**src/rtl/memory_responder_pkg.sv**
```systemverilog
// Shared types and defaults for the data-memory responder.
package memory_responder_pkg;

    typedef logic [31:0] regval_t;

    localparam int      MEM_ADDR_WIDTH = 14;
    localparam regval_t MEM_ERROR_WORD = 32'hDEADBEEF;

    typedef enum logic [2:0] {
        IDLE,
        WRITE,
        READ_REQ,
        READ_WAIT,
        DONE
    } mem_state_t;

endpackage

```
**src/rtl/memory_responder_watchdog.sv**
```systemverilog
// Transaction watchdog: counts busy cycles and flags expiry at TIMEOUT-1.
module memory_watchdog #(
    parameter int TIMEOUT = 256
) (
    input  logic clock,
    input  logic reset,
    input  logic clear,
    input  logic enable,
    output logic expired
);

    localparam int              CW   = (TIMEOUT > 2) ? $clog2(TIMEOUT) : 1;
    localparam logic [CW-1:0]   LAST = CW'(TIMEOUT - 1);

    logic [CW-1:0] count;

    // Holds at LAST so a stuck owner keeps seeing expiry rather than wrapping.
    always_ff @(posedge clock) begin
        if (reset || clear) begin
            count <= '0;
        end else if (enable && !expired) begin
            count <= count + 1'b1;
        end
    end

    assign expired = (count == LAST);

endmodule

```
**src/rtl/memory_responder.sv**
```systemverilog
// Store/load responder driving a waitrequest-style memory bus; one-cycle completion pulses.
module memory_responder
    import memory_responder_pkg::*;
#(
    parameter int      ADDR_WIDTH = MEM_ADDR_WIDTH,
    parameter int      TIMEOUT    = 256,
    parameter regval_t ERROR_WORD = MEM_ERROR_WORD
) (
    input  logic                  clock,
    input  logic                  reset,
    input  logic                  write_enable,
    input  regval_t               write_address,
    input  regval_t               write_data,
    output logic                  write_valid,
    input  logic                  read_enable,
    input  regval_t               read_address,
    output regval_t               read_data,
    output logic                  read_valid,
    output logic                  error,
    output logic [ADDR_WIDTH-1:0] mem_address,
    output logic                  mem_write,
    output logic                  mem_read,
    output regval_t               mem_writedata,
    input  regval_t               mem_readdata,
    input  logic                  mem_waitrequest,
    input  logic                  mem_readdatavalid,
    output mem_state_t            state
);

    logic expired;
    logic wd_clear;
    logic wd_enable;

    assign wd_clear  = (state == IDLE);
    assign wd_enable = (state == WRITE) || (state == READ_REQ) || (state == READ_WAIT);

    memory_watchdog #(.TIMEOUT(TIMEOUT)) u_watchdog (
        .clock   (clock),
        .reset   (reset),
        .clear   (wd_clear),
        .enable  (wd_enable),
        .expired (expired)
    );

    // Byte offset and bits above the memory window are dropped, so addresses wrap.
    logic unused_address_bits;
    assign unused_address_bits = ^{write_address[31:ADDR_WIDTH+2], write_address[1:0],
                                   read_address[31:ADDR_WIDTH+2], read_address[1:0]};

    always_ff @(posedge clock) begin
        if (reset) begin
            state         <= IDLE;
            write_valid   <= 1'b0;
            read_valid    <= 1'b0;
            error         <= 1'b0;
            mem_write     <= 1'b0;
            mem_read      <= 1'b0;
            read_data     <= '0;
            mem_address   <= '0;
            mem_writedata <= '0;
        end else begin
            write_valid <= 1'b0;
            read_valid  <= 1'b0;
            error       <= 1'b0;
            unique case (state)
                IDLE: begin
                    // Stores are older in the pipeline, so they win a tie.
                    if (write_enable) begin
                        mem_address   <= write_address[ADDR_WIDTH+1:2];
                        mem_writedata <= write_data;
                        mem_write     <= 1'b1;
                        state         <= WRITE;
                    end else if (read_enable) begin
                        mem_address <= read_address[ADDR_WIDTH+1:2];
                        mem_read    <= 1'b1;
                        state       <= READ_REQ;
                    end
                end
                WRITE: begin
                    if (expired || !mem_waitrequest) begin
                        mem_write   <= 1'b0;
                        write_valid <= 1'b1;
                        error       <= expired;
                        state       <= DONE;
                    end
                end
                READ_REQ: begin
                    if (expired) begin
                        mem_read   <= 1'b0;
                        read_valid <= 1'b1;
                        error      <= 1'b1;
                        read_data  <= ERROR_WORD;
                        state      <= DONE;
                    end else if (!mem_waitrequest) begin
                        mem_read <= 1'b0;
                        if (mem_readdatavalid) begin
                            read_data  <= mem_readdata;
                            read_valid <= 1'b1;
                            state      <= DONE;
                        end else begin
                            state <= READ_WAIT;
                        end
                    end
                end
                READ_WAIT: begin
                    if (expired) begin
                        read_valid <= 1'b1;
                        error      <= 1'b1;
                        read_data  <= ERROR_WORD;
                        state      <= DONE;
                    end else if (mem_readdatavalid) begin
                        read_data  <= mem_readdata;
                        read_valid <= 1'b1;
                        state      <= DONE;
                    end
                end
                DONE: begin
                    state <= IDLE;
                end
                default: begin
                    state <= IDLE;
                end
            endcase
        end
    end

    // Requesters must hold their enable until the matching valid pulse.
    write_held: assert property (@(posedge clock) disable iff (reset)
        (state == WRITE) |-> write_enable);
    read_held: assert property (@(posedge clock) disable iff (reset)
        ((state == READ_REQ) || (state == READ_WAIT)) |-> read_enable);

endmodule

```
**config.mk**
```make
export PLATFORM = sky130hd
export DESIGN_NAME = memory_responder
export DESIGN_NICKNAME = d
export VERILOG_FILES = /design/src/rtl/memory_responder_pkg.sv /design/src/rtl/memory_responder_watchdog.sv /design/src/rtl/memory_responder.sv
export SDC_FILE = /design/constraint.sdc
export NUM_CORES = 1
export LEC_CHECK = 0
export CORE_MARGIN = 2
export CORE_UTILIZATION = 34
export CTS_CLUSTER_SIZE = 40
export DETAILED_ROUTE_END_ITERATION = 12
export MAX_ROUTING_LAYER = met4
export PLACE_DENSITY_LB_ADDON = 0.08
export SLEW_MARGIN = 20
export SYNTH_ARGS = -nofsm -noshare
export SYNTH_HDL_FRONTEND = slang
export SYNTH_SLANG_ARGS = --single-unit
```
**constraint.sdc**
```tcl
create_clock -name clock -period 1.63 [get_ports clock]
set_input_delay 0.489 -clock clock [delete_from_list [all_inputs] [get_ports clock]]
set_output_delay 0.489 -clock clock [all_outputs]
set_load 0.03 [all_outputs]
```
==> results by group <==
Run status
  – Status: complete, but fails checks
  – Failing checks: setup timing

Logic synthesis
  – Number of flops mapped to enable cells by yosys: 0
  – Mean Syn Cell Area: 8.475 um2
  – Synthesis-stage register bit count: 94
  – Ys Warns: 0
  – Seq/Total Area, Yosys: 0.4923
  – Top_reg_cell synth: dfxtp_1
  – Post-Syn Area: 3822 um2
  – Netlist cell types: 48
  – Ys async rst share: 0
  – Mapped Nets: 586
  – Post-Syn Instances: 451

Setup path
  – WP data required: 1920 ps
  – Start of the worst register-to-register path: u_watchdog.count[0]
  – R2R cell count: 8
  – Crit Path Class: register to register
  – Reg2reg end: read_data[22]
  – CP Data Arrival Time: 1970 ps
  – R2R setup slack: -50 ps
  – Crit path launch type: register
  – Crit path top cell by count: nand4_1
  – Critical path's largest stage delay: 360 ps
  – Setup crit end kind: register
  – Cells along the critical path: ha_4 -> nand4_1 -> buf_4 -> o22ai_4 -> buf_12 -> clkbuf_16 -> nand4_1 -> a21oi_1
  – CP max-delay cell: dfxtp_2
  – CP max FO: 8

STA
  – Setup TNS: -811.2 ps
  – Measured slew at the worst slew-check pin: 395.1 ps
  – Final hold vios: 0
  – RSZ-0062 raised after global routing: true
  – Final period util: 1.032
  – Setup slack after layout: -52.54 ps
  – Hold slack: 455.6 ps
  – Slew Viols, Final: 0
  – Final setup viols: 27
  – Clk_skew: 20.84 ps
  – Fmax: 594.3 MHz
  – Minimum clock period: 1683 ps
  – Slew margin rel.: 0.7354

Clock network
  – Root buf cell: clkbuf_8
  – Clk sinks: 94
  – Clk buf depth: 2
  – H-Tree Depth: 3
  – Worst-path clk slew: 100 ps
  – CTS tree: yes
  – Num CTS Buffers: 9
  – Later-pin clock latency in the skew report: 350 ps

Global route
  – Antenna violations before repair: 0
  – Total congestion overflow: 0
  – Gr usage total: 0.1886
  – Largest net degree at the start of global routing: 54
  – Global-route wire length before repair: 17.76 mm
  – Vias in the first global route: 3817

Pwr
  – Pwr dens: 1109 nW/um2
  – Pleak: 0.002443 uW
  – Max VDD drop: 0.0005365 V
  – Tot Pwr: 6952 uW

Route
  – Final WL: 11.99 mm
  – Residual DRC: 0
  – Pre-antenna DRT Iters: 4
  – Routed Antenna Nets: 0
  – Initial DRC count: 302
  – Routed vias/inst: 5.132
  – WL per Instance: 15.37 um
  – DR vias: 4003

Place
  – HPWL Detailed: 7.980 mm
  – Routability congestion estimate: 0.7970
  – Area post-placement: 6007 um2
  – IO Port Bufs: 183

Floorplan
  – Die Area: 12110 um2
  – Placeable Area: 10890 um2
  – Die H: 110.0 um
  – # rows: 38
  – I/O pins: 220
  – Initial core utilization: 0.3511
  – Die X: 110.0 um

Min path
  – Hold Crit Endpoint: mem_writedata[13]
  – Hold Startpoint: mem_writedata[13]
  – Min-delay worst type: register to register
  – Hold Path Depth: 2

Layout
  – Area Overhead vs Synth: 64.03%
  – Fin nets: 770
  – Number of fill cells: 1022
  – Commonest non-fill, non-tap cells in the layout: clkdlybuf4s50_1 (95), dfxtp_1 (89), nand2_1 (71)
  – Finished Cell Area: 6270 um2
  – Layout cells sized above 1: 0.1422
  – Commonest non-fill, non-tap cell in the layout: clkdlybuf4s50_1
  – Inserted Diodes: 0
  – Util after Layout: 0.5758

Run
  – Max-cap violations: 0
==> final cells by class <==
| cell class | instances | area, um2 | share of cell area |
|---|---|---|---|
| timing repair buffer | 217 | 2173 | 0.3466 |
| multi-input combinational | 308 | 1828 | 0.2916 |
| sequential | 94 | 1891 | 0.3015 |
| clock inverter | 5 | 42.54 | 0.006785 |
| tap | 140 | 175.2 | 0.02794 |
| clock buffer | 11 | 141.4 | 0.02255 |
| inverter | 5 | 18.77 | 0.002993 |
==> logic make-up after synthesis <==
group           count (synthesis)  synth area share
flops                          94            0.4923
buf+inv                        49           0.05794
fa+ha+maj                       1          0.003273
xor+xnor                        3          0.006875
mux                            15           0.03928
compound gates                113            0.1755
simple gates                  176            0.2249
==> power by group <==
| group | switching [uW] | internal [uW] |
|---|---|---|
| combinational | 1550 | 1150 |
| clock | 846 | 611 |
| sequential | 193 | 2590 |
==> through the flow <==
stage                     setup slack, ps  instances
final                              -52.54        780
after global routing               -146.5        780
after CTS                          -44.67        776
after detailed placement           -551.1        760
after global placement             -430.6        760
after floorplan                     6.482        451
==> cell usage after synthesis (all sizes together), types with 5 or more instances <==
cell type	number	area, um2
a211oi	17	140.1
a21oi	71	355.3
buf	21	116.4
clkbuf	23	86.33
dfxtp	94	1882
inv	5	18.77
mux2i	15	150.1
nand2	71	266.5
nand4	9	56.30
nor2	22	82.58
nor3	26	135.1
nor4	26	162.7
o21ai	10	50.04
==> worst max-delay path, delay by kind of cell, from the launching register on <==
kind / cells / cell delay (ps)
AOI/OAI and AO/OA: 2 / 290
adders and majority gates: 1 / 150
buffers and inverters: 3 / 510
DFF: 1 / 360
and+or+nand+nor: 2 / 310
==> worst max path at each step <==
stage	from	end	slack [ps]	cells after the start
finish	u_watchdog.count[0]	read_data[22]	-50	8
global route	u_watchdog.count[0]	read_data[12]	-150	8
CTS	mem_waitrequest	state[2]	-40	5
detailed placement	mem_waitrequest	state[2]	-550	5
global placement	mem_waitrequest	state[1]	-430	5
floorplan	state[1]	state[1]	6	5
==> layer usage <==
layer	wire length, um	part of all wire	up-vias	track usage
met1	5062	0.42	1869	0.2170
met5	0	0	-	-
met2	5728	0.48	144	0.3190
li1	-	-	1981	-
met3	1091	0.091	9	0.05467
met4	104	0.0087	0	0.05515
==> state kept, by name (all words and copies together) (netlist names) <==
signal,count
write_valid,1
state,3
mem_read,1
read_valid,1
mem_writedata,32
mem_address,14
read_data,32
mem_write,1
error,1
u_watchdog.count,8
==> what timing repair did <==
item,4_1_cts,5_1_grt
setup endpoints to repair,94,84
hold buffers,0,0
gates cloned,0,3
endpoints found under the hold margin,0,0
buffers inserted,0,1
gates resized for setup,90,61
pin swaps,0,36
Note: power is estimated with default switching activity, not from simulation.
